File: src/rtl/alu_seq_if.sv
// Request/result bundle for alu_seq: operation handshake in, registered results out.
interface alu_seq_if #(
   parameter int W = 8
);
   logic         valid_i;
   logic         ready_o;
   logic [3:0]   ALU_ctrl;
   logic [W-1:0] A;
   logic [W-1:0] B;
   logic [W-1:0] res_lo;
   logic [W-1:0] res_hi;
   logic         cout;
   logic         zero;
   logic         valid_o;

   modport master (
      output valid_i, ALU_ctrl, A, B,
      input  ready_o, res_lo, res_hi, cout, zero, valid_o
   );

   modport slave (
      input  valid_i, ALU_ctrl, A, B,
      output ready_o, res_lo, res_hi, cout, zero, valid_o
   );
endinterface

File: src/rtl/alu_seq.sv
// Multi-cycle ALU: single-cycle logic/arith ops plus iterative shift-add
// multiply and restoring divide, all behind a registered valid/ready handshake.
module alu_seq #(
   parameter int W      = 8,
   parameter bit DIV_EN = 1'b1
) (
   input logic       clk,
   input logic       reset,
   alu_seq_if.slave  bus
);
   localparam int CW = $clog2(W) + 1;

   typedef enum logic {IDLE, BUSY} state_e;

   state_e        state_q, state_d;
   logic [CW-1:0] cnt_q, cnt_d;
   logic          is_div_q, is_div_d;
   logic [W-1:0]  hi_q, hi_d;
   logic [W-1:0]  lo_q, lo_d;
   logic [W-1:0]  b_q, b_d;
   logic [W-1:0]  res_lo_q, res_lo_d;
   logic [W-1:0]  res_hi_q, res_hi_d;
   logic          cout_q, cout_d;
   logic          valid_q, valid_d;

   logic op_and, op_or, op_add, op_sub;
   logic op_slt, op_nor, op_mul, op_div;

   assign op_and = (bus.ALU_ctrl == 4'd0);
   assign op_or  = (bus.ALU_ctrl == 4'd1);
   assign op_add = (bus.ALU_ctrl == 4'd2);
   assign op_sub = (bus.ALU_ctrl == 4'd6);
   assign op_slt = (bus.ALU_ctrl == 4'd7);
   assign op_nor = (bus.ALU_ctrl == 4'd12);
   assign op_mul = (bus.ALU_ctrl == 4'd3);
   assign op_div = DIV_EN && (bus.ALU_ctrl == 4'd4);

   // sub is A + ~B + 1 so cout matches the carry of the adder
   logic [W:0]   sum;
   logic [W-1:0] sc_lo;
   logic         sc_cout;

   assign sum = {1'b0, bus.A}
              + {1'b0, op_sub ? ~bus.B : bus.B}
              + {{W{1'b0}}, op_sub};

   always_comb begin
      sc_lo   = '0;
      sc_cout = 1'b0;
      unique case (1'b1)
         op_and: sc_lo = bus.A & bus.B;
         op_or:  sc_lo = bus.A | bus.B;
         op_add,
         op_sub: begin
            sc_lo   = sum[W-1:0];
            sc_cout = sum[W];
         end
         op_slt: sc_lo = {{(W-1){1'b0}}, bus.A < bus.B};
         op_nor: sc_lo = ~(bus.A | bus.B);
         default: ;
      endcase
   end

   // mul: {hi,lo} holds partial product with multiplier shifting out of lo
   logic [W:0]   madd;
   logic [W-1:0] mhi, mlo;

   assign madd       = {1'b0, hi_q} + (lo_q[0] ? {1'b0, b_q} : '0);
   assign {mhi, mlo} = {madd, lo_q[W-1:1]};

   // div: hi is the remainder, dividend bits shift out of lo as quotient shifts in
   logic [W:0]   dsh;
   logic [W-1:0] dsub, dhi, dlo;
   logic         ge;

   assign dsh  = {hi_q, lo_q[W-1]};
   assign ge   = (dsh >= {1'b0, b_q});
   assign dsub = dsh[W-1:0] - b_q;
   assign dhi  = ge ? dsub : dsh[W-1:0];
   assign dlo  = {lo_q[W-2:0], ge};

   always_comb begin
      state_d  = state_q;
      cnt_d    = cnt_q;
      is_div_d = is_div_q;
      hi_d     = hi_q;
      lo_d     = lo_q;
      b_d      = b_q;
      res_lo_d = res_lo_q;
      res_hi_d = res_hi_q;
      cout_d   = cout_q;
      valid_d  = 1'b0;
      unique case (state_q)
         IDLE: begin
            if (bus.valid_i) begin
               if (op_mul || op_div) begin
                  state_d  = BUSY;
                  cnt_d    = '0;
                  is_div_d = op_div;
                  hi_d     = '0;
                  lo_d     = op_div ? bus.A : bus.B;
                  b_d      = op_div ? bus.B : bus.A;
               end else begin
                  res_lo_d = sc_lo;
                  res_hi_d = '0;
                  cout_d   = sc_cout;
                  valid_d  = 1'b1;
               end
            end
         end
         BUSY: begin
            hi_d  = is_div_q ? dhi : mhi;
            lo_d  = is_div_q ? dlo : mlo;
            cnt_d = cnt_q + 1'b1;
            if (cnt_q == CW'(W - 1)) begin
               state_d  = IDLE;
               res_hi_d = hi_d;
               res_lo_d = lo_d;
               cout_d   = 1'b0;
               valid_d  = 1'b1;
            end
         end
         default: state_d = IDLE;
      endcase
   end

   always_ff @(posedge clk) begin
      if (!reset) begin
         state_q  <= IDLE;
         cnt_q    <= '0;
         is_div_q <= 1'b0;
         hi_q     <= '0;
         lo_q     <= '0;
         b_q      <= '0;
         res_lo_q <= '0;
         res_hi_q <= '0;
         cout_q   <= 1'b0;
         valid_q  <= 1'b0;
      end else begin
         state_q  <= state_d;
         cnt_q    <= cnt_d;
         is_div_q <= is_div_d;
         hi_q     <= hi_d;
         lo_q     <= lo_d;
         b_q      <= b_d;
         res_lo_q <= res_lo_d;
         res_hi_q <= res_hi_d;
         cout_q   <= cout_d;
         valid_q  <= valid_d;
      end
   end

   assign bus.ready_o = (state_q == IDLE);
   assign bus.res_lo  = res_lo_q;
   assign bus.res_hi  = res_hi_q;
   assign bus.cout    = cout_q;
   assign bus.zero    = (res_lo_q == '0);
   assign bus.valid_o = valid_q;
endmodule
File: src/flat_wrapper.sv
// flat-port wrapper written by rule: the top's interface ports become plain ports
module alu_seq_flat 
#(
   parameter int W      = 8,
   parameter bit DIV_EN = 1'b1
)
  (clk, reset, bus_valid_i, bus_ALU_ctrl, bus_A, bus_B, bus_ready_o, bus_res_lo, bus_res_hi, bus_cout, bus_zero, bus_valid_o);
  alu_seq_if #(.W(W)) bus_i ();
  input logic clk;
  input logic reset;
  input wire logic [$bits(bus_i.valid_i)-1:0] bus_valid_i;
  input wire logic [$bits(bus_i.ALU_ctrl)-1:0] bus_ALU_ctrl;
  input wire logic [$bits(bus_i.A)-1:0] bus_A;
  input wire logic [$bits(bus_i.B)-1:0] bus_B;
  output wire logic [$bits(bus_i.ready_o)-1:0] bus_ready_o;
  output wire logic [$bits(bus_i.res_lo)-1:0] bus_res_lo;
  output wire logic [$bits(bus_i.res_hi)-1:0] bus_res_hi;
  output wire logic [$bits(bus_i.cout)-1:0] bus_cout;
  output wire logic [$bits(bus_i.zero)-1:0] bus_zero;
  output wire logic [$bits(bus_i.valid_o)-1:0] bus_valid_o;
  assign bus_i.valid_i = bus_valid_i;
  assign bus_i.ALU_ctrl = bus_ALU_ctrl;
  assign bus_i.A = bus_A;
  assign bus_i.B = bus_B;
  assign bus_ready_o = bus_i.ready_o;
  assign bus_res_lo = bus_i.res_lo;
  assign bus_res_hi = bus_i.res_hi;
  assign bus_cout = bus_i.cout;
  assign bus_zero = bus_i.zero;
  assign bus_valid_o = bus_i.valid_o;
  alu_seq #(.W(W), .DIV_EN(DIV_EN)) u_core (.clk(clk), .reset(reset), .bus(bus_i));
endmodule
File: config.mk
export PLATFORM = sky130hd
export DESIGN_NAME = alu_seq_flat
export DESIGN_NICKNAME = d
export VERILOG_FILES = /design/src/rtl/alu_seq_if.sv /design/src/rtl/alu_seq.sv /design/src/flat_wrapper.sv
export SDC_FILE = /design/constraint.sdc
export NUM_CORES = 1
export LEC_CHECK = 0
export ABC_AREA = 0
export CAP_MARGIN = 20
export CORE_MARGIN = 10
export CORE_UTILIZATION = 49
export CTS_CLUSTER_DIAMETER = 200
export DETAILED_ROUTE_END_ITERATION = 10
export PLACE_DENSITY = 0.7
export SLEW_MARGIN = 15
export SYNTH_ARGS = -nofsm -noshare
export SYNTH_HDL_FRONTEND = slang
export SYNTH_SLANG_ARGS = --single-unit
File: constraint.sdc
create_clock -name clk -period 6.23 [get_ports clk]
set_input_delay 1.246 -clock clk [delete_from_list [all_inputs] [get_ports clk]]
set_output_delay 1.246 -clock clk [all_outputs]
set_load 0.1 [all_outputs]
# Word level (Yosys, flattened, before mapping)
# Index checks and enable logic that the tools add are counted.
dict set report classes {
  mux 38
  eq_ne 12
  n_bitwise 5
  magnitude_cmp 2
  addsub 5
  reduce_logical 7
}
# op n
set ops {}
lappend ops {{8-bit 2-to-1 mux} 17}
lappend ops {{8-bit case mux with 2 select lines} 4}
lappend ops {{8-bit case mux with 5 select lines} 1}
lappend ops {{4-bit by 3-bit == test with 1-bit output, second input constant} 4}
lappend ops {{8-bit NOT} 2}
lappend ops {{1-bit 2-to-1 mux} 10}
lappend ops {{8-bit by 8-bit adder with 9-bit output} 1}
lappend ops {{8-bit by 9-bit adder with 9-bit output} 1}
lappend ops {{9-bit by 1-bit adder with 9-bit output} 1}
lappend ops {{9-bit by 8-bit greater-or-equal comparator with 1-bit output} 1}
lappend ops {{8-bit bitwise AND} 1}
lappend ops {{4-bit by 2-bit == test with 1-bit output, second input constant} 2}
lappend ops {{8-bit zero test} 1}
lappend ops {{8-bit less-than comparator} 1}
lappend ops {{4-bit 2-to-1 mux} 2}
lappend ops {{8-bit bitwise OR} 1}
lappend ops {{4-bit case mux with 2 select lines} 1}
lappend ops {{8-bit subtractor} 1}
lappend ops {{2-bit inequality test, second input constant} 3}
lappend ops {{1-bit case mux with 2 select lines} 3}
lappend ops {{3-bit AND reduction} 2}
lappend ops {{4-bit by 1-bit adder with 4-bit output, second input constant} 1}
lappend ops {{4-bit by 1-bit == test with 1-bit output, second input constant} 1}
lappend ops {{4-bit == test, second input constant} 1}
lappend ops {{other kinds (6)} 6}
dict set report word_totals {
  ff_bits 48
  output_inout_bits 20
}

# Depth between registers and ports, before layout
# Gate-level depths: netlist of run 1.
dict set report depth {
  ltp_word 8
  ltp_mapped 11
  ltp_nobuf 10
}

# Worst setup path after synthesis of run 1
# Ideal clock, no wire load.
dict set report synth_timing {
  kind {reg-to-output}
  from {register u_core.res_lo_q[4], in the netlist u_core.bus.res_lo[4]}
  to {output bus_zero}
  path_slack_ns 2.440
  required_time_ns 4.984
  arrival_time_ns 2.544
  stages_incl_launch_ff 3
  path_cell_list {dfxtp_1 -> or4_1 -> nor2_1}
}
dict set report synth_via {
  elab_chain_cells 1
}
# element line_no
set synth_rtl {}
lappend synth_rtl {{start: declaration} alu_seq.sv:21} ;# logic [W-1:0] res_lo_q, res_lo_d;
lappend synth_rtl {{start signal: assignment} alu_seq.sv:146} ;# res_lo_q <= res_lo_d;
lappend synth_rtl {{8-bit zero test} alu_seq.sv:157} ;# assign bus.zero = (res_lo_q == '0);
lappend synth_rtl {{end: declaration} flat_wrapper.sv:19} ;# output wire logic [$bits(bus_i.zero)-1:0] bus_zero;
# Every way passes these cells.

# Worst setup path in the final report of run 1
dict set report layout_timing {
  from {input bus_ALU_ctrl[0]}
  to {register u_core.res_lo_q[7], in the netlist u_core.bus.res_lo[7]}
}
dict set report layout_via {
  elab_chain_cells 8
}
# element line_no
set layout_rtl {}
lappend layout_rtl {{start: declaration} flat_wrapper.sv:12} ;# input wire logic [$bits(bus_i.ALU_ctrl)-1:0] bus_ALU_ctrl;
lappend layout_rtl {{4-bit by 3-bit == test with 1-bit output} alu_seq.sv:32} ;# assign op_sub = (bus.ALU_ctrl == 4'd6);
lappend layout_rtl {{8-bit 2-to-1 mux} alu_seq.sv:44} ;# + {1'b0, op_sub ? ~bus.B : bus.B}
lappend layout_rtl {{8-bit by 8-bit adder with 9-bit output} alu_seq.sv:44}
lappend layout_rtl {{9-bit by 1-bit adder with 9-bit output} alu_seq.sv:45} ;# + {{W{1'b0}}, op_sub};
lappend layout_rtl {{8-bit case mux with 5 select lines} alu_seq.sv:50} ;# unique case (1'b1)
lappend layout_rtl {{8-bit 2-to-1 mux} alu_seq.sv:96} ;# if (op_mul || op_div) begin
lappend layout_rtl {{8-bit 2-to-1 mux} alu_seq.sv:95} ;# if (bus.valid_i) begin
lappend layout_rtl {{8-bit case mux with 2 select lines} alu_seq.sv:93} ;# unique case (state_q)
# Parallel ways exist; a longest one is shown, timed or not. The select of a mux whose other input is x is not followed.
# A chain may end at the register's enable or synchronous reset.

==> reports/summary.txt, run 1 <==
==================================================================================================
Status                                                                                   completed
Aggregate global routing overflow                                                                0
CTS H-tree lvls                                                                                  2
Synth warnings                                                                                   0
Most common cell in the netlist                                                       sky130_fd_sc_hd__nor2_1
Number of register bits inferred by synthesis                                                   48
Synthesized area per cell                                                               7.647 um^2
Root cell of the clock tree                                                           sky130_fd_sc_hd__clkbuf_8
Count of unique library cells instantiated by Yosys                                             63
Achievable clock frequency                                                               224.4 MHz
Max Clock Skew                                                                         0.006868 ns
Routability Congestion                                                                      0.9446
Clock network power share                                                                    29.8%
Avg Vias per Cell                                                                            6.072
Main flop type after synthesis                                                        sky130_fd_sc_hd__dfxtp_1
Antenna diode instance count                                                                     0
Worst reg2reg startpoint                                                              u_core.state_q
Vias in the first global route                                                               3,745
Share of layout cells above drive strength 1                                                4.000%
Seq pwr share                                                                                38.8%
List of most frequent post-synthesis cells                                            61 x sky130_fd_sc_hd__nor2_1, 48 x sky130_fd_sc_hd__dfxtp_1, 48 x sky130_fd_sc_hd__ha_1, 37 x sky130_fd_sc_hd__nand2_1, 34 x sky130_fd_sc_hd__a21oi_1
Vias post-DR                                                                                 4,129
Post-detailed-placement cell area                                                     0.004693 mm^2
Combinational group share of total power                                                     31.4%
Actual transition at the worst max-transition pin                                         1.075 ns
TritonCTS clock tree                                                                           yes
X dimension of the die                                                                    113.0 um
Worst reg2reg setup slack                                                                  3.51 ns
Final Cycle Share                                                                           71.52%
Minimum period implied by the final worst setup slack                                     4.456 ns
RSZ-0062 raised after global routing                                                            no
Post-route design area                                                                0.004815 mm^2
Switching Fraction                                                                          35.83%
Count of flip-flops with a built-in enable after synthesis                                       0
Die area                                                                              0.01277 mm^2
Start point of the critical path                                                      bus_ALU_ctrl[0]
# port buffers                                                                                  42
Number of top-level pins                                                                        43
Kind of launch point of the worst setup path                                          primary input
CTS Buf Count                                                                                    5
Arrival time of the worst setup path                                                       4.66 ns
Wire length of the first global-routing pass                                              19.69 mm
Number of endpoints failing setup at the final stage                                             0
WL final                                                                                  12.19 mm
Hold Path Cell Cnt                                                                               2
Met2 routing resource usage after global routing                                            27.42%
Number of iterations in the first detailed-routing pass                                          5
Aggregate negative setup slack                                                                0 ns
Reg2Reg Capture Point                                                                 u_core.bus.cout
DRT antenna net count                                                                            0
Type of the worst setup path                                                          primary input to flop
Maximum number of pins on one net before global-route repair                                    32
Combined global-route utilization of all metal layers                                       18.56%
Final layout net count                                                                         648
Type of destination of the critical path                                                      flop
Post-Synthesis Cell Area                                                              0.004237 mm^2
Die extent in y                                                                           113.0 um
Max-Cap Viols                                                                                    0
Starting density of the core                                                                51.05%
Routed wirelength normalized by instance count                                            17.93 um
Worst ir drop on vdd                                                                     0.1295 mV
Critical Path Fanout Max                                                                        19
Initial DRC Count                                                                              372
Fin. Hold Viols                                                                                  0
Net count of the mapped netlist                                                                628
Global Route met1 Usage                                                                     26.49%
Pint                                                                                     0.5381 mW
Max Transition Viols Final                                                                       0
Length in cells of the worst reg-to-reg path                                                     4
Number of buffers on the longest clock path                                                      2
Hold bufs inserted after CTS                                                                     0
Quantity of gates resized following cts                                                          0
Clk sinks                                                                                       48
Source-to-sink clock delay at the later pin of the worst-skew pair                         0.32 ns
Most utilized layer in the global route result                                                met2
Post-route core utilization                                                                 58.01%
Drt drc                                                                                          0
Ys async rst share                                                                              0%
Terminating pin of the worst hold path                                                u_core.bus.res_hi[6]
Number of antenna violations at the first check in global routing                                0
Area growth from synthesis to layout                                                        13.64%
GR Util met3                                                                                3.170%
Worst EP required                                                                          6.43 ns
Area of the core                                                                      0.008299 mm^2
Share of synthesized area occupied by flip-flops and latches                                22.68%
Main area contributors after synthesis                                                sky130_fd_sc_hd__dfxtp_1 23%, sky130_fd_sc_hd__ha_1 14%, sky130_fd_sc_hd__nor2_1 5.4%
Gate count after technology mapping                                                            554
Total setup buffers inserted after CTS                                                           0
Standard-cell row count                                                                         33
HPWL after DPL                                                                            9.466 mm
Total power density per cell area                                                     174.2 mW/mm^2
P_sw                                                                                     0.3005 mW
Hold Crit Class                                                                       flop to flop
Start point of the worst hold path                                                    u_core.bus.res_hi[6]
Cell type contributing the most total cell area after synthesis                       sky130_fd_sc_hd__dfxtp_1
Clock transition time at the flip-flop clock pins of the worst setup and hold paths        0.09 ns
Leakage power summed over all cells                                                       1.932 nW
Max-slew headroom at the worst pin                                                          28.03%
Area share of the largest cell type after synthesis                                         22.68%
==================================================================================================
-- sequential cells by signal, indices dropped and copies added, names as in the netlist --
signal              flops
u_core.bus.res_lo       8
u_core.b_q              8
u_core.bus.res_hi       8
u_core.cnt_q            4
u_core.bus.valid_o      1
u_core.hi_q             8
u_core.state_q          1
u_core.bus.cout         1
u_core.is_div_q         1
u_core.lo_q             8
-- worst max-delay path, stage by stage --
cell and delay [ns]:
sky130_fd_sc_hd__clkdlybuf4s50_1 0.73, sky130_fd_sc_hd__nand4bb_1 0.70, sky130_fd_sc_hd__xnor2_1 0.47, sky130_fd_sc_hd__ha_1 0.30
sky130_fd_sc_hd__o21a_1 0.20, sky130_fd_sc_hd__a2111oi_1 0.58, sky130_fd_sc_hd__o31ai_1 0.18, sky130_fd_sc_hd__xnor2_1 0.16
sky130_fd_sc_hd__o22ai_1 0.08
-- layout by cell type, fill, tap and decap left out, types with 4 or more instances in the layout --
master	instances
sky130_fd_sc_hd__nor2_1	61
sky130_fd_sc_hd__ha_1	48
sky130_fd_sc_hd__dfxtp_1	48
sky130_fd_sc_hd__clkdlybuf4s50_1	42
sky130_fd_sc_hd__nand2_1	37
sky130_fd_sc_hd__inv_1	33
sky130_fd_sc_hd__a21oi_1	33
sky130_fd_sc_hd__o21ai_1	32
sky130_fd_sc_hd__nand3_1	17
sky130_fd_sc_hd__xnor2_1	14
sky130_fd_sc_hd__o21ai_0	14
sky130_fd_sc_hd__a211oi_1	14
sky130_fd_sc_hd__and2_1	12
sky130_fd_sc_hd__mux2i_1	11
sky130_fd_sc_hd__o211ai_1	11
sky130_fd_sc_hd__a22oi_1	11
sky130_fd_sc_hd__a31oi_1	9
sky130_fd_sc_hd__o31ai_1	8
sky130_fd_sc_hd__o21a_1	7
sky130_fd_sc_hd__a21o_1	7
sky130_fd_sc_hd__nor3_1	7
sky130_fd_sc_hd__nor2b_1	6
sky130_fd_sc_hd__nand2b_1	6
sky130_fd_sc_hd__clkbuf_8	6
sky130_fd_sc_hd__mux2_2	5
sky130_fd_sc_hd__o22ai_1	5
sky130_fd_sc_hd__nand3b_1	4
sky130_fd_sc_hd__nand4_1	4
sky130_fd_sc_hd__a221oi_1	4
-- layer usage --
metal  up-vias  wire, um
li1       2064         -
met1      1886      5877
met2       160      5250
met3        19       815
met4         0       246
met5         -         0
-- stage by stage --
step	setup WS [ns]	cells	total power, mW	hold slack [ns]
5_1_grt	1.453	680	0.8682	0.4991
4_1_cts	1.810	680	0.8353	0.4681
2_1_floorplan	2.440	554	0.5164	0.4540
6_report	1.774	680	0.8386	0.4642
3_5_place_dp	1.490	672	0.5917	0.4547
3_3_place_gp	1.506	672	0.5904	0.4531
-- cell families after synthesis --
logic type      synth area share, %
buf+inv                       6.084
flops                         22.68
compound gates                27.88
mux                           3.928
simple gates                  20.32
xor+xnor                      3.515
fa+ha+maj                     15.59
-- layout make-up --
cell class	instances	area (um^2)
fill	809	3485
clock inverter	2	38.79
multi-input combinational	440	3030
tap	105	131.4
timing repair buffer	45	442.9
sequential	48	960.9
inverter	34	127.6
clock buffer	6	82.58
-- power by group through the flow --
stage                     logic, mW  registers [mW]  clock network (mW)
after floorplan               0.155           0.361                   0
after global placement        0.258           0.332                   0
after detailed placement      0.259           0.332                   0
after CTS                     0.261           0.325               0.249
after global routing          0.286           0.327               0.256
final                         0.263           0.325               0.250
-- how the worst max path moves through the flow --
stage | end | slack (ns) | cells after the start
4_1_cts | u_core.bus.res_lo[7] | 1.81 | 9
2_1_floorplan | bus_zero | 2.44 | 2
3_5_place_dp | u_core.bus.res_lo[7] | 1.49 | 9
5_1_grt | u_core.bus.res_lo[7] | 1.45 | 9
3_3_place_gp | u_core.bus.res_lo[7] | 1.51 | 9
6_report | u_core.bus.res_lo[7] | 1.77 | 9
No activity file was read; power rests on OpenSTA's default activity.
==> run 2: changes to the inputs <==
==> constraint.sdc (replaced) <==
create_clock -name clk -period 4.11 [get_ports clk]
set_input_delay 0.822 -clock clk [delete_from_list [all_inputs] [get_ports clk]]
set_output_delay 0.822 -clock clk [all_outputs]
set_load 0.1 [all_outputs]
==> run 2 against run 1 <==
Die area is the same. First-iteration DRC count grew 3.2%. Via count grew 0.17%. Critical path type unchanged. Register-to-register slack lost 2.1 ns. Non-clock buffer count grew 6. Largest cell class unchanged. Worst hold slack gained 0.0050 ns. Sequential share of layout area shrank 0.16 points. Core utilization grew 0.47 points. Total power grew 43%. Count of clock-buffer cells in the layout is the same. Routed wire length shrank 2.5%.
==> reports/summary.txt, run 2 (synthesized netlist as in run 1, its figures left out) <==
==================================================================================================
Status                                                                                   completed
Number of antenna violations at the first check in global routing                                0
Clock transition time at the flip-flop clock pins of the worst setup and hold paths        0.09 ns
CTS Buf Count                                                                                    5
Vias in the first global route                                                               3,827
Hold bufs inserted after CTS                                                                     0
Number of endpoints failing setup at the final stage                                             0
Combined global-route utilization of all metal layers                                       18.09%
Minimum period implied by the final worst setup slack                                     3.420 ns
RSZ-0062 raised after global routing                                                            no
Arrival time of the worst setup path                                                       3.60 ns
Type of the worst setup path                                                          primary input to flop
GR Util met3                                                                                2.324%
# port buffers                                                                                  42
Post-route core utilization                                                                 58.48%
Drt drc                                                                                          0
Top library cells by usage in the layout, fill and taps aside                         61 x sky130_fd_sc_hd__nor2_1, 48 x sky130_fd_sc_hd__ha_1, 48 x sky130_fd_sc_hd__dfxtp_1
Die area                                                                              0.01277 mm^2
Max Transition Viols Final                                                                       0
Final Cycle Share                                                                           83.21%
Global Route met1 Usage                                                                     26.42%
Die extent in y                                                                           113.0 um
Share of layout cells above drive strength 1                                                5.164%
Worst EP required                                                                          4.29 ns
Type of destination of the critical path                                                      flop
Root cell of the clock tree                                                           sky130_fd_sc_hd__clkbuf_8
Most common cell after layout, fill and taps aside                                    sky130_fd_sc_hd__nor2_1
Aggregate negative setup slack                                                                0 ns
Achievable clock frequency                                                               292.4 MHz
Placed instance count                                                                          678
Routed wirelength normalized by instance count                                            17.33 um
Number of buffers on the longest clock path                                                      2
Standard-cell row count                                                                         33
HPWL after DPL                                                                            9.329 mm
X dimension of the die                                                                    113.0 um
Antenna diode instance count                                                                     0
Kind of launch point of the worst setup path                                          primary input
Hold Crit Class                                                                       flop to flop
DRT antenna net count                                                                            0
Footprint of the flip-flops and latches                                                 960.9 um^2
Leakage power summed over all cells                                                       1.950 nW
Maximum number of pins on one net before global-route repair                                    32
Clk sinks                                                                                       48
Worst ir drop on vdd                                                                     0.1349 mV
Max-Cap Viols                                                                                    0
Avg Vias per Cell                                                                            6.029
Number of top-level pins                                                                        43
Starting density of the core                                                                51.05%
Area taken by multi-input logic gates                                                 0.003038 mm^2
Number of iterations in the first detailed-routing pass                                          5
Area growth from synthesis to layout                                                        14.56%
Met2 routing resource usage after global routing                                            27.27%
TritonCTS clock tree                                                                           yes
Max Clock Skew                                                                          0.01365 ns
CTS H-tree lvls                                                                                  2
Initial DRC Count                                                                              384
Aggregate global routing overflow                                                                0
Routability Congestion                                                                      0.8713
WL final                                                                                  11.89 mm
Most utilized layer in the global route result                                                met2
Wire length of the first global-routing pass                                              19.65 mm
Actual transition at the worst max-transition pin                                        0.9924 ns
Source-to-sink clock delay at the later pin of the worst-skew pair                         0.31 ns
Total power density per cell area                                                     247.7 mW/mm^2
Non-filler instance count after layout                                                         686
Final layout net count                                                                         654
Area of the core                                                                      0.008299 mm^2
Fin. Hold Viols                                                                                  0
Total setup buffers inserted after CTS                                                           0
Vias post-DR                                                                                 4,136
Number of fill cells                                                                           796
Critical Path Fanout Max                                                                        10
Max-slew headroom at the worst pin                                                          33.77%
Quantity of gates resized following cts                                                          0
==================================================================================================
run 2: layout make-up:
class	instances	share of cell area [%]
Clock inverter	2	0.3094
Multi-Input combinational cell	440	62.59
Sequential cell	48	19.80
Clock buffer	6	1.701
Tap cell	105	2.707
Inverter	34	2.630
Timing Repair Buffer	51	10.26
run 2: final timing paths:
| kind | start | end | slack, ns | depth (start not counted) |
|---|---|---|---|---|
| max | bus_ALU_ctrl[2] | u_core.bus.res_lo[7] | 0.69 | 10 |
| min | u_core.bus.res_hi[1] | u_core.bus.res_hi[1] | 0.47 | 2 |
| max reg2reg | u_core.b_q[5] | u_core.bus.res_hi[3] | 1.44 | 7 |
| min reg2reg | u_core.bus.res_hi[1] | u_core.bus.res_hi[1] | 0.47 | 2 |
run 2: routing by layer:
metal	vias to the layer above	wire, um
met5	-	0
met4	0	170
met3	13	761
met2	147	5351
met1	1907	5607
li1	2069	-
run 2: critical path, stage by stage:
cell                              delay, ns
sky130_fd_sc_hd__clkdlybuf4s50_1       0.63
sky130_fd_sc_hd__nand4bb_1             0.19
sky130_fd_sc_hd__buf_4                 0.22
sky130_fd_sc_hd__xnor2_1               0.14
sky130_fd_sc_hd__ha_1                  0.32
sky130_fd_sc_hd__o21a_1                0.14
sky130_fd_sc_hd__a2111oi_1             0.70
sky130_fd_sc_hd__o31ai_1               0.20
sky130_fd_sc_hd__xnor2_1               0.16
sky130_fd_sc_hd__o22ai_1               0.07
run 2: power breakdown:
part | total, mW | internal, mW | leakage, nW | switching [mW]
Sequential | 0.490 | 0.479 | 0.390 | 0.0109
Combinational | 0.406 | 0.140 | 1.52 | 0.266
Clock | 0.306 | 0.137 | 0.0434 | 0.169
Total | 1.20 | 0.756 | 1.95 | 0.446
run 2: through the flow:
| stage | cell area (um^2) | hold WS, ns | worst slack [ns] | total power, mW |
|---|---|---|---|---|
| global placement | 4748 | 0.4544 | 0.4731 | 0.8974 |
| floorplan | 4237 | 0.4540 | 0.7439 | 0.7828 |
| detailed placement | 4748 | 0.4609 | 0.3973 | 0.9014 |
| global route | 4853 | 0.5036 | 0.4242 | 1.264 |
| finish | 4853 | 0.4692 | 0.6902 | 1.202 |
| CTS | 4846 | 0.4745 | 0.7051 | 1.202 |
==> variant (flow settings as in run 2) <==
`hi_q`, `lo_q`, `b_q`, `res_lo_q` and `res_hi_q` no longer have a reset.
--- a/src/rtl/alu_seq.sv
+++ b/src/rtl/alu_seq.sv
@@ -131,7 +131,2 @@
          is_div_q <= 1'b0;
-         hi_q     <= '0;
-         lo_q     <= '0;
-         b_q      <= '0;
-         res_lo_q <= '0;
-         res_hi_q <= '0;
          cout_q   <= 1'b0;
@@ -142,7 +137,2 @@
          is_div_q <= is_div_d;
-         hi_q     <= hi_d;
-         lo_q     <= lo_d;
-         b_q      <= b_d;
-         res_lo_q <= res_lo_d;
-         res_hi_q <= res_hi_d;
          cout_q   <= cout_d;
@@ -150,2 +140,10 @@
       end
+   end
+
+   always_ff @(posedge clk) begin
+      hi_q     <= hi_d;
+      lo_q     <= lo_d;
+      b_q      <= b_d;
+      res_lo_q <= res_lo_d;
+      res_hi_q <= res_hi_d;
    end
Function: changed (Yosys sat finds a counterexample within 4 cycles, from zero or initial values and one cycle with reset low).
==> variant against run 2 <==
Routed wire length shrank 10%; power grew 8.2%; clock power grew 8.8%; largest power group unchanged; final area shrank 2.2%; sequential cell count is the same; worst setup slack gained 0.27 ns; first-iteration DRC count shrank 5.5%; count of clock-buffer cells in the layout is the same; critical endpoint is now u_core.bus.res_lo[6]$_DFFE_PP_; area after synthesis shrank 3.5%; non-clock buffer count grew 1.
==> variant: results (changes against run 2) <==
Worst vdd rail ir drop: 0.161 mV (+20%)
Slowest stage cell, crit path: sky130_fd_sc_hd__clkdlybuf4s50_1
Critical path fanouts, max: 8 (-2)
Number of cells on the worst reg-to-reg path: 6 (-1)
Clock input transition at the sequential cells of the worst setup and hold paths: 0.09 ns (about the same)
Post-CTS setup buffers: 0 (unchanged)
Crit Reg-Reg Endpoint: u_core.bus.res_hi[6]$_DFFE_PP_
Register-to-register setup slack: 1.23 ns (-0.21 ns)
Final nets: 568 (-13%)
Number of synthesized flops with an enable pin: 40 (+40)
Launch instance of the worst register-to-register path: u_core.hi_q[1]$_DFFE_PP_
Total routing usage reported by global routing: 16.9% (-1.2 points)
Crit path arrival time: 3.21 ns (-0.39 ns)
Clock root buffer: sky130_fd_sc_hd__clkbuf_8
Min-Delay Endpoint: u_core.cnt_q[3]$_SDFFE_PN0P_
Syn Nets: 527 (-16%)
HPWL after detailed placement: 8460 µm (-9.3%)
Beginning of the worst hold path: u_core.cnt_q[3]$_SDFFE_PN0P_
Total Routed Length: 10,700 µm (-10%)
Via count: 3,558 (-14%)
Cells taking the most area after synthesis: sky130_fd_sc_hd__edfxtp_1, sky130_fd_sc_hd__ha_1, sky130_fd_sc_hd__o21ai_0
Number of global-route vias before repair: 3,468 (-9.4%)
Layout cells sized above 1: 7.07% (+1.9 points)
List of most frequent post-synthesis cells: sky130_fd_sc_hd__ha_1, sky130_fd_sc_hd__inv_1, sky130_fd_sc_hd__edfxtp_1, sky130_fd_sc_hd__nor2_1, sky130_fd_sc_hd__o21ai_0
Top FF cell, synth: sky130_fd_sc_hd__edfxtp_1
Global-route wire length before repair: 17,900 µm (-8.9%)
Library cells used by synthesis: 66 (+4.8%)
Violation count after the first detailed-route iteration: 363 (-5.5%)
Status: completed
Part of the Yosys area used for sequential elements: 33.3% (+11 points)
Clock tree skew after final layout: 0.00486 ns (-0.00878 ns)
H-tree lvl count: 2 (unchanged)
Number of iterations in the first detailed-routing pass: 5 (unchanged)
Actual transition at the worst max-transition pin: 0.985 ns (-0.00745 ns)
Cell leakage power: 0.00191 µW (-1.8%)
Final weighted congestion in routability-driven placement: 0.879 (+0.88%)
Warning count from the yosys run: 0 (unchanged)
Largest net degree at the start of global routing: 31 (-3.1%)
Stage delay of the slowest cell on the critical path: 0.47 ns (-0.23 ns)
[variant: changes by cell type after synthesis, sizes merged, moves of 7 or more]
cell    before  now
a211oi      14    7
a21oi       34   26
clkbuf      20   11
dfxtp       48    8
edfxtp       0   40
inv         34   41
mux2i       11    4
nand3       17    5
nor2        61   36
nor3         7   15
o21ai       46   36
o31ai        9    2
[variant: worst register-to-register path, cell delays in order, from the launching register on]
cell	delay (ns)
sky130_fd_sc_hd__edfxtp_1	0.51
sky130_fd_sc_hd__ha_1	0.45
sky130_fd_sc_hd__o21ai_1	0.09
sky130_fd_sc_hd__a21o_1	0.21
sky130_fd_sc_hd__a211oi_2	0.72
sky130_fd_sc_hd__o32ai_1	0.30
sky130_fd_sc_hd__a221oi_2	0.40
[variant: cells by family (layout without fill, tap and decap cells)]
family	count (synthesis)	after routing	share of synthesized area (%)
fa+ha+maj	51	51	16.2
flops	48	48	33.3
buf+inv	60	102	5.78
mux	10	10	2.63
xor+xnor	17	17	3.64
simple gates	131	131	16.0
compound gates	136	136	22.5
[variant: stage by stage]
step	hold WS, ns	power (µW)	setup slack, ns	std cells	cell area (µm²)
final	0.492	1300	0.964	600	4750
after global routing	0.522	1360	0.820	600	4750
after CTS	0.496	1300	0.996	600	4750
after detailed placement	0.480	975	0.662	592	4640
after global placement	0.462	966	0.740	592	4640
after floorplan	0.447	856	0.612	453	4090
[variant: worst max path at each step]
stage                              startpoint                             end  slack (ns)
2_1_floorplan  u_core.bus.res_lo[5]$_DFFE_PP_                        bus_zero        0.61
3_3_place_gp                  bus_ALU_ctrl[3]  u_core.bus.res_lo[6]$_DFFE_PP_        0.74
3_5_place_dp                  bus_ALU_ctrl[0]  u_core.bus.res_lo[6]$_DFFE_PP_        0.66
4_1_cts                       bus_ALU_ctrl[0]  u_core.bus.res_lo[6]$_DFFE_PP_         1.0
5_1_grt                       bus_ALU_ctrl[3]  u_core.bus.res_lo[6]$_DFFE_PP_        0.82
6_report                      bus_ALU_ctrl[3]  u_core.bus.res_lo[6]$_DFFE_PP_        0.96
[variant: final cells by class]
type	instances	area, µm²
Tap cell	105	131
Clock inverter	2	15.0
Sequential cell	48	1360
Fill cell	735	3430
Clock buffer	6	93.8
Timing Repair Buffer	52	490
Multi-Input combinational cell	345	2500
Inverter	42	158
[variant: where the power goes]
group / switching (µW) / internal, µW / leakage [µW]
Combinational: 265 / 137 / 0.00141
Clock: 174 / 160 / 0.0000573
Sequential: 12.3 / 553 / 0.000448
Total: 451 / 850 / 0.00191
[variant: layer usage]
metal	part of all wire (%)	vias to the layer above	global-route usage, %	wire length [µm]
met5	0	-	0	0
met4	1.4	0	4.80	153
met3	4.7	12	2.58	504
met2	46	100	26.5	4920
met1	48	1699	23.6	5120
li1	-	1747	-	-
